## config.mk

```make
export PLATFORM = sky130hd
export DESIGN_NAME = mem_arbiter_flat
export DESIGN_NICKNAME = d
export VERILOG_FILES = /design/src/rtl/mem_arbiter_if.sv /design/src/rtl/mem_arbiter.sv /design/src/flat_wrapper.sv
export SDC_FILE = /design/constraint.sdc
export NUM_CORES = 1
export LEC_CHECK = 0
export CORE_AREA = 3 3 292 294
export DETAILED_ROUTE_END_ITERATION = 8
export DIE_AREA = 0 0 295 297
export GPL_TIMING_DRIVEN = 0
export PLACE_DENSITY = 0.48
export REMOVE_ABC_BUFFERS = 1
export SYNTH_ARGS = -nofsm -noshare
export SYNTH_HDL_FRONTEND = slang
export SYNTH_SLANG_ARGS = --single-unit
```

## constraint.sdc

```tcl
create_clock -name clock -period 2.9 [get_ports clock]
set_input_delay 0.435 -clock clock [delete_from_list [all_inputs] [get_ports clock]]
set_output_delay 0.435 -clock clock [all_outputs]
set_load 0.01 [all_outputs]
```

## src/rtl/mem_arbiter_if.sv

```systemverilog
// Handshake and memory-bus bundle between the I/D caches, the arbiter and the line memory.
// The master modport is the arbiter's view; slave is the caches-plus-memory side.
interface mem_arbiter_if #(
  parameter int LINE_W = 128
);
  logic              i_req;
  logic [31:0]       i_addr;
  logic              i_valid;
  logic [LINE_W-1:0] i_rdata;

  logic              d_req;
  logic              d_we;
  logic [31:0]       d_addr;
  logic [LINE_W-1:0] d_wdata;
  logic              d_valid;
  logic [LINE_W-1:0] d_rdata;

  logic [31:0]       mem_addr;
  logic              mem_we;
  logic [LINE_W-1:0] mem_wdata;
  logic [LINE_W-1:0] mem_rdata;

  logic              arb_busy;

  modport master (
    input  i_req, i_addr, d_req, d_we, d_addr, d_wdata, mem_rdata,
    output i_valid, i_rdata, d_valid, d_rdata, mem_addr, mem_we, mem_wdata, arb_busy
  );

  modport slave (
    output i_req, i_addr, d_req, d_we, d_addr, d_wdata, mem_rdata,
    input  i_valid, i_rdata, d_valid, d_rdata, mem_addr, mem_we, mem_wdata, arb_busy
  );
endinterface

```

## src/rtl/mem_arbiter.sv

```systemverilog
// Two-port (I-cache / D-cache) round-robin arbiter in front of a fixed-latency line memory.
// One access at a time: IDLE -> BUSY (MEM_LATENCY cycles) -> RESP (one-cycle valid) -> IDLE.
module mem_arbiter #(
  parameter int MEM_LATENCY = 3,
  parameter int LINE_W      = 128
) (
  input logic           clock,
  input logic           reset,
  mem_arbiter_if.master bus
);

  localparam logic [3:0] CNT_LOAD = 4'(MEM_LATENCY - 1);
  localparam int         NUM_REQ  = 2;

  typedef enum logic [1:0] {
    IDLE = 2'd0,
    BUSY = 2'd1,
    RESP = 2'd2
  } state_t;

  state_t            state_reg, state_next;
  logic [3:0]        cnt_reg, cnt_next;
  // Requester index: 0 = I, 1 = D. Doubles as the round-robin history.
  logic              grant_reg, grant_next;
  logic [31:0]       addr_reg, addr_next;
  logic              we_reg, we_next;
  logic [LINE_W-1:0] wdata_reg, wdata_next;

  logic [NUM_REQ-1:0] req;
  logic               pick_d;
  logic               sample;
  logic [NUM_REQ-1:0] valid;
  logic [LINE_W-1:0]  rdata_reg [NUM_REQ];

  assign req = {bus.d_req, bus.i_req};

  // On a tie the requester not granted last wins; a sole requester always wins.
  assign pick_d = (req == 2'b11) ? ~grant_reg : req[1];

  always_ff @(posedge clock or negedge reset) begin
    if (!reset) begin
      state_reg <= IDLE;
      cnt_reg   <= 4'd0;
      grant_reg <= 1'b1;
      addr_reg  <= 32'd0;
      we_reg    <= 1'b0;
      wdata_reg <= '0;
    end else begin
      state_reg <= state_next;
      cnt_reg   <= cnt_next;
      grant_reg <= grant_next;
      addr_reg  <= addr_next;
      we_reg    <= we_next;
      wdata_reg <= wdata_next;
    end
  end

  always_comb begin
    state_next = state_reg;
    cnt_next   = cnt_reg;
    grant_next = grant_reg;
    addr_next  = addr_reg;
    we_next    = we_reg;
    wdata_next = wdata_reg;
    case (state_reg)
      IDLE: begin
        if (|req) begin
          grant_next = pick_d;
          addr_next  = (pick_d ? bus.d_addr : bus.i_addr) & 32'hFFFF_FFF0;
          we_next    = pick_d & bus.d_we;
          wdata_next = pick_d ? bus.d_wdata : '0;
          cnt_next   = CNT_LOAD;
          state_next = BUSY;
        end
      end
      BUSY: begin
        if (cnt_reg == 4'd0) begin
          state_next = RESP;
        end else begin
          cnt_next = cnt_reg - 4'd1;
        end
      end
      RESP: begin
        state_next = IDLE;
      end
      default: begin
        state_next = IDLE;
      end
    endcase
  end

  // Memory read data is only guaranteed on the final BUSY cycle.
  assign sample = (state_reg == BUSY) && (cnt_reg == 4'd0) && !we_reg;

  generate
    for (genvar gi = 0; gi < NUM_REQ; gi++) begin : g_port
      always_ff @(posedge clock or negedge reset) begin
        if (!reset) begin
          rdata_reg[gi] <= '0;
        end else if (sample && (grant_reg == 1'(gi))) begin
          rdata_reg[gi] <= bus.mem_rdata;
        end
      end

      assign valid[gi] = (state_reg == RESP) && (grant_reg == 1'(gi));
    end
  endgenerate

  assign bus.i_valid   = valid[0];
  assign bus.d_valid   = valid[1];
  assign bus.i_rdata   = rdata_reg[0];
  assign bus.d_rdata   = rdata_reg[1];
  assign bus.mem_addr  = addr_reg;
  assign bus.mem_wdata = wdata_reg;
  assign bus.mem_we    = (state_reg == BUSY) && we_reg;
  assign bus.arb_busy  = (state_reg != IDLE);

endmodule
```

## src/flat_wrapper.sv

```systemverilog
// flat-port wrapper written by rule: the top's interface ports become plain ports
module mem_arbiter_flat 
#(
  parameter int MEM_LATENCY = 3,
  parameter int LINE_W      = 128
)
  (clock, reset, bus_i_req, bus_i_addr, bus_d_req, bus_d_we, bus_d_addr, bus_d_wdata, bus_mem_rdata, bus_i_valid, bus_i_rdata, bus_d_valid, bus_d_rdata, bus_mem_addr, bus_mem_we, bus_mem_wdata, bus_arb_busy);
  mem_arbiter_if #(.LINE_W(LINE_W)) bus_i ();
  input logic clock;
  input logic reset;
  input wire logic [$bits(bus_i.i_req)-1:0] bus_i_req;
  input wire logic [$bits(bus_i.i_addr)-1:0] bus_i_addr;
  input wire logic [$bits(bus_i.d_req)-1:0] bus_d_req;
  input wire logic [$bits(bus_i.d_we)-1:0] bus_d_we;
  input wire logic [$bits(bus_i.d_addr)-1:0] bus_d_addr;
  input wire logic [$bits(bus_i.d_wdata)-1:0] bus_d_wdata;
  input wire logic [$bits(bus_i.mem_rdata)-1:0] bus_mem_rdata;
  output wire logic [$bits(bus_i.i_valid)-1:0] bus_i_valid;
  output wire logic [$bits(bus_i.i_rdata)-1:0] bus_i_rdata;
  output wire logic [$bits(bus_i.d_valid)-1:0] bus_d_valid;
  output wire logic [$bits(bus_i.d_rdata)-1:0] bus_d_rdata;
  output wire logic [$bits(bus_i.mem_addr)-1:0] bus_mem_addr;
  output wire logic [$bits(bus_i.mem_we)-1:0] bus_mem_we;
  output wire logic [$bits(bus_i.mem_wdata)-1:0] bus_mem_wdata;
  output wire logic [$bits(bus_i.arb_busy)-1:0] bus_arb_busy;
  assign bus_i.i_req = bus_i_req;
  assign bus_i.i_addr = bus_i_addr;
  assign bus_i.d_req = bus_d_req;
  assign bus_i.d_we = bus_d_we;
  assign bus_i.d_addr = bus_d_addr;
  assign bus_i.d_wdata = bus_d_wdata;
  assign bus_i.mem_rdata = bus_mem_rdata;
  assign bus_i_valid = bus_i.i_valid;
  assign bus_i_rdata = bus_i.i_rdata;
  assign bus_d_valid = bus_i.d_valid;
  assign bus_d_rdata = bus_i.d_rdata;
  assign bus_mem_addr = bus_i.mem_addr;
  assign bus_mem_we = bus_i.mem_we;
  assign bus_mem_wdata = bus_i.mem_wdata;
  assign bus_arb_busy = bus_i.arb_busy;
  mem_arbiter #(.MEM_LATENCY(MEM_LATENCY), .LINE_W(LINE_W)) u_core (.clock(clock), .reset(reset), .bus(bus_i));
endmodule
```

* Word-level counts from Yosys, hierarchy flattened
Cells that the tools add are included.
Word-level totals: word-level logic and storage cells 42, bits in latches 0, memory bits (writable) 0, memories 0, ROM bits 0, bits of input ports 325, register bits after elaboration 420, output and inout port bits 420
Operators by class: shift-type cells 0, $add $sub $neg 1, eq/ne operators 6, reduce and logical (&&, ||, !) cells 16, $mul 0, mux-type cells 9, order comparisons 0, bitwise logic cells 2, divide/modulo/power cells 0
Operators by type and width (number):
- 128-bit 2-to-1 mux | 1
- 32-bit 2-to-1 mux | 1
- 4-bit 2-to-1 mux | 2
- 4-bit case mux with 2 select lines | 1
- 1-bit logical AND | 7
- 2-bit == test, second input constant | 2
- 4-bit logical NOT | 1
- 2-bit 2-to-1 mux | 2
- 2-bit by 1-bit inequality test with 1-bit output, second input constant | 2
- 2-bit case mux with 2 select lines | 1
- 2-bit AND reduction | 2
- 2-bit nonzero test | 2
- 4-bit by 1-bit subtractor with 4-bit output, second input constant | 1
- 3-bit AND reduction | 1
- 2-bit by 1-bit == test with 1-bit output, second input constant | 1
- 2-bit logical NOT | 1
- 2-bit inequality test, second input constant | 1
- 2-bit OR reduction | 1
- 1-bit bitwise AND | 1
- 1-bit logical NOT | 1
- 1-bit 2-to-1 mux | 1
- 1-bit inverter | 1

* Logic depth before layout (Yosys ltp)
depth after elaboration 4, depth in mapped cells 7, depth with buffers taken out 5

* Worst setup path after synthesis
No wires, ideal clock.
kind register to register, from register u_core.cnt_reg[0], to register u_core.rdata_reg (netlist bit u_core.bus.i_rdata[0]), buffers on the path 2, setup slack 0.729 ns, required time 2.775 ns, cell stages (with the launch flop) 8, arrival time 2.046 ns, clock period less this slack 2.171 ns, setup time 0.125 ns, cells stage by stage dfrtp_1 inv_1 ha_1 or3b_4 or4_4 buf_6 buf_6 mux2_4
On the way: word-level cells in the longest chain between the ends 4
Ends and longest elaborated chain:
- from (decl) | line mem_arbiter.sv:22 | logic [3:0] cnt_reg, cnt_next;
- from (signal assigned) | line mem_arbiter.sv:50 | cnt_reg <= cnt_next;
- 4-bit logical NOT | line mem_arbiter.sv:93 | assign sample = (state_reg == BUSY) && (cnt_reg == 4'd0) && !we_reg;
- 1-bit logical AND (2 in series) | line mem_arbiter.sv:93
- 1-bit logical AND | line mem_arbiter.sv:100 | end else if (sample && (grant_reg == 1'(gi))) begin
- to (signal, indexed assignment) | line mem_arbiter.sv:101 | rdata_reg[gi] <= bus.mem_rdata;
- to (decl) | line mem_arbiter.sv:33 | logic [LINE_W-1:0] rdata_reg [NUM_REQ];
No other way between the ends. A chain may end at the register's enable or synchronous reset.

* Worst setup path after layout
from register u_core.cnt_reg[0], to register u_core.rdata_reg (netlist bit u_core.bus.i_rdata[122])
The elaborated chain is that of the path after synthesis.

==> impl_metrics.env <==
export IMPL_power_leakage_nw=11.40
export IMPL_stdcell_area_mm2=0.02664
export IMPL_nets=2070
export IMPL_port_buffers=732
export IMPL_power_switching_w=0.009357
export IMPL_post_route_drc_count=0
export IMPL_p_comb_frac=0.446
export IMPL_wl_per_cell_um=19.99
export IMPL_cts_root_buf="clkbuf_16"
export IMPL_ys_types=35
export IMPL_clk_pin_slew_ns=0.06
export IMPL_relSlewSlack=0.4470
export IMPL_powerDensity_mw_per_mm2=1129
export IMPL_path_class="flip-flop to flip-flop"
export IMPL_postSynthCellCount=1000
export IMPL_path_cells="inv_1, ha_1, or3b_4, or4_4, buf_16, buf_16, mux2_4"
export IMPL_crit_path_max_incr_delay_ns=0.58
export IMPL_antenna_found_initial=7
export IMPL_postSynth_asyncResetShare=1.000
export IMPL_timing_final_hold_violations=0
export IMPL_switching_share=0.3111
export IMPL_die_height_um=297
export IMPL_wirelength_um=57280
export IMPL_cpMostUsedCell="buf_16"
export IMPL_grt_pass1_vias=12618
export IMPL_ys_flop_type="dfrtp_1"
export IMPL_final_common_cell="clkdlybuf4s50_1"
export IMPL_io_pins=745
export IMPL_power_frac_seq=0.347
export IMPL_place_gp_congestion=0.7617
export IMPL_worst_ep_arrival_time_ns=3.23
export IMPL_p_int_w=0.02072
export IMPL_final_util=0.3204
export IMPL_skew_ns=0.01424
export IMPL_num_rows=106
export IMPL_holdWs_ns=0.4513
export IMPL_finalCriticalPeriod_ns=2.770
export IMPL_grt_usage=0.1255
export IMPL_clkLatencyLatePin_ns=0.58
export IMPL_regToRegSetupSlack_ns=0.13
export IMPL_cts_tree="done"
export IMPL_peakVddDrop_mv=0.5275
export IMPL_placed_cells=2767
export IMPL_grt_max_degree=113
export IMPL_overflow=0
export IMPL_grt_pass1_wl_um=84440
export IMPL_hp_class="input port to flip-flop"
export IMPL_drtAntennaViolNets=0
export IMPL_dr_pass1_iters=4
export IMPL_core_mm2=0.08316
export IMPL_cp_required_ns=3.36
export IMPL_synth_seq_cells=420
export IMPL_place_area_mm2=0.02495
export IMPL_cap_violations=0
export IMPL_dp_hpwl_um=42330
export IMPL_yosys_top_cells_area="dfrtp_1, mux2_2, mux2_4"
export IMPL_run_status="complete, no violations"
export IMPL_critPathMaxFanout=41
export IMPL_die_w_um=295
export IMPL_worst_pin_slew_ns=0.8295
export IMPL_synth_top_area_cell="dfrtp_1"
export IMPL_ys_warn_count=0
export IMPL_reg2regPathDepth=7
export IMPL_ys_seq_area_frac=0.6517
export IMPL_final_cell_mix="clkdlybuf4s50_1, dfrtp_1, mux2_2"
export IMPL_drive_gt1_frac=0.2076
export IMPL_numCtsBuffers=50
export IMPL_whs_path_depth=2
export IMPL_crit_slowest_cell="or4_4"
export IMPL_clock_fmax_mhz=361.1
export IMPL_viasPerCell=4.008
export IMPL_start_util=0.1939
export IMPL_fin_cells=2865
export IMPL_die_area_mm2=0.08762
export IMPL_totalPowerFinal_w=0.03008
export IMPL_area_growth_pct=65.21
export IMPL_synth_area_mm2=0.01613
export IMPL_synth_top_area_share=0.6501
export IMPL_clk_path_buf_depth=3
export IMPL_slew_violations=0
export IMPL_clkPwrFrac=0.207
export IMPL_avgSynthCellArea_um2=16.13
export IMPL_cts_max_level=2
export IMPL_end_kind="flip-flop"
export IMPL_fin_crit_sh=0.9550
export IMPL_synth_edf_count=0
export IMPL_setup_viol=0
export IMPL_cp_start_kind="flip-flop"
export IMPL_drt_iter0_markers=369
export IMPL_cts_sinks=420
export IMPL_num_vias=11484
==> critical path, delay by kind of cell, from the launching register on <==
kind / cells / cell delay [ns]
adder cells (fa/ha/maj): 1 / 0.20
buffers and inverters: 3 / 0.58
flip-flops: 1 / 0.38
multiplexers: 1 / 0.34
AND/OR/NAND/NOR: 2 / 1.03
==> final cells by class <==
type                       instances  area [µm²]
antenna                            3       7.507
clock buffer                      78        1496
clock inverter                    13       135.1
fill                            8225       56510
inverter                           4       15.01
multi-input combinational        506        5235
sequential                       420       10510
tap                             1080        1351
timing repair buffer             761        7893
==> per-layer routing <==
layer  global-route usage  vias to the layer above  wire length, µm
li1                     -                     5138                -
met1               0.1420                     5798            21980
met2               0.2194                      452            28570
met3              0.04599                       92             5179
met4              0.03814                        4             1519
met5                    0                        -               33
==> cells in the mapped netlist, drive strengths merged (2+ instances only) <==
| library cell | n |
|---|---|
| a22o | 129 |
| buf | 36 |
| clkbuf | 38 |
| dfrtp | 419 |
| ha | 2 |
| inv | 4 |
| mux2 | 256 |
| mux2i | 29 |
| nand3 | 3 |
| nand4b | 2 |
| nor2 | 2 |
| nor2b | 2 |
| nor3b | 2 |
| o21ai | 59 |
| or2 | 2 |
==> cells by family (layout without fill, tap and decap cells) <==
group / after synthesis / in the layout / share of synthesized area
AO/OA/AOI/OAI: 193 / 193 / 0.09077
adder cells (fa/ha/maj): 2 / 2 / 0.001551
buffers and inverters: 78 / 856 / 0.02684
flip-flops: 420 / 420 / 0.6517
multiplexers: 285 / 285 / 0.2200
other: 1 / 7 / 0.0002325
AND/OR/NAND/NOR: 21 / 22 / 0.008844
==> final timing paths <==
| kind | from | to |
|---|---|---|
| max | u_core.cnt_reg[0] | u_core.bus.i_rdata[122] |
| min | bus_d_wdata[36] | u_core.bus.mem_wdata[36] |
| max reg2reg | u_core.cnt_reg[0] | u_core.bus.i_rdata[122] |
| min reg2reg | u_core.bus.mem_addr[22] | u_core.bus.mem_addr[22] |
| max in group asynchronous | reset | u_core.bus.mem_wdata[81] |
| min in group asynchronous | reset | u_core.bus.d_rdata[0] |
==> through the flow <==
step | TNS [ns] | setup slack [ns]
floorplan | -1128.20 | -5.380
global placement | -9836.81 | -17.84
detailed placement | -4.032 | -0.08483
CTS | 0 | 0.04170
global route | -0.007134 | -0.006650
finish | 0 | 0.1304
==> repair_timing <==
item / CTS / global route
endpoints found under the setup margin: 77 / 20
gates cloned: 1 / 1
hold endpoints to repair: 102 / 0
hold buffers: 1 / 0
resized for setup: 1 / 2
setup buffers: 1 / 1
pin swaps: 1 / 0
==> power by group through the flow <==
stage,sequential [W],combinational [W],clock (W)
2_1_floorplan,0.0116,0.00433,0
5_1_grt,0.0108,0.0142,0.00673
4_1_cts,0.0105,0.0137,0.00651
3_3_place_gp,0.0104,0.0137,0
3_5_place_dp,0.0105,0.0136,0
6_report,0.0104,0.0134,0.00622
No activity file was read; power rests on OpenSTA's default activity.
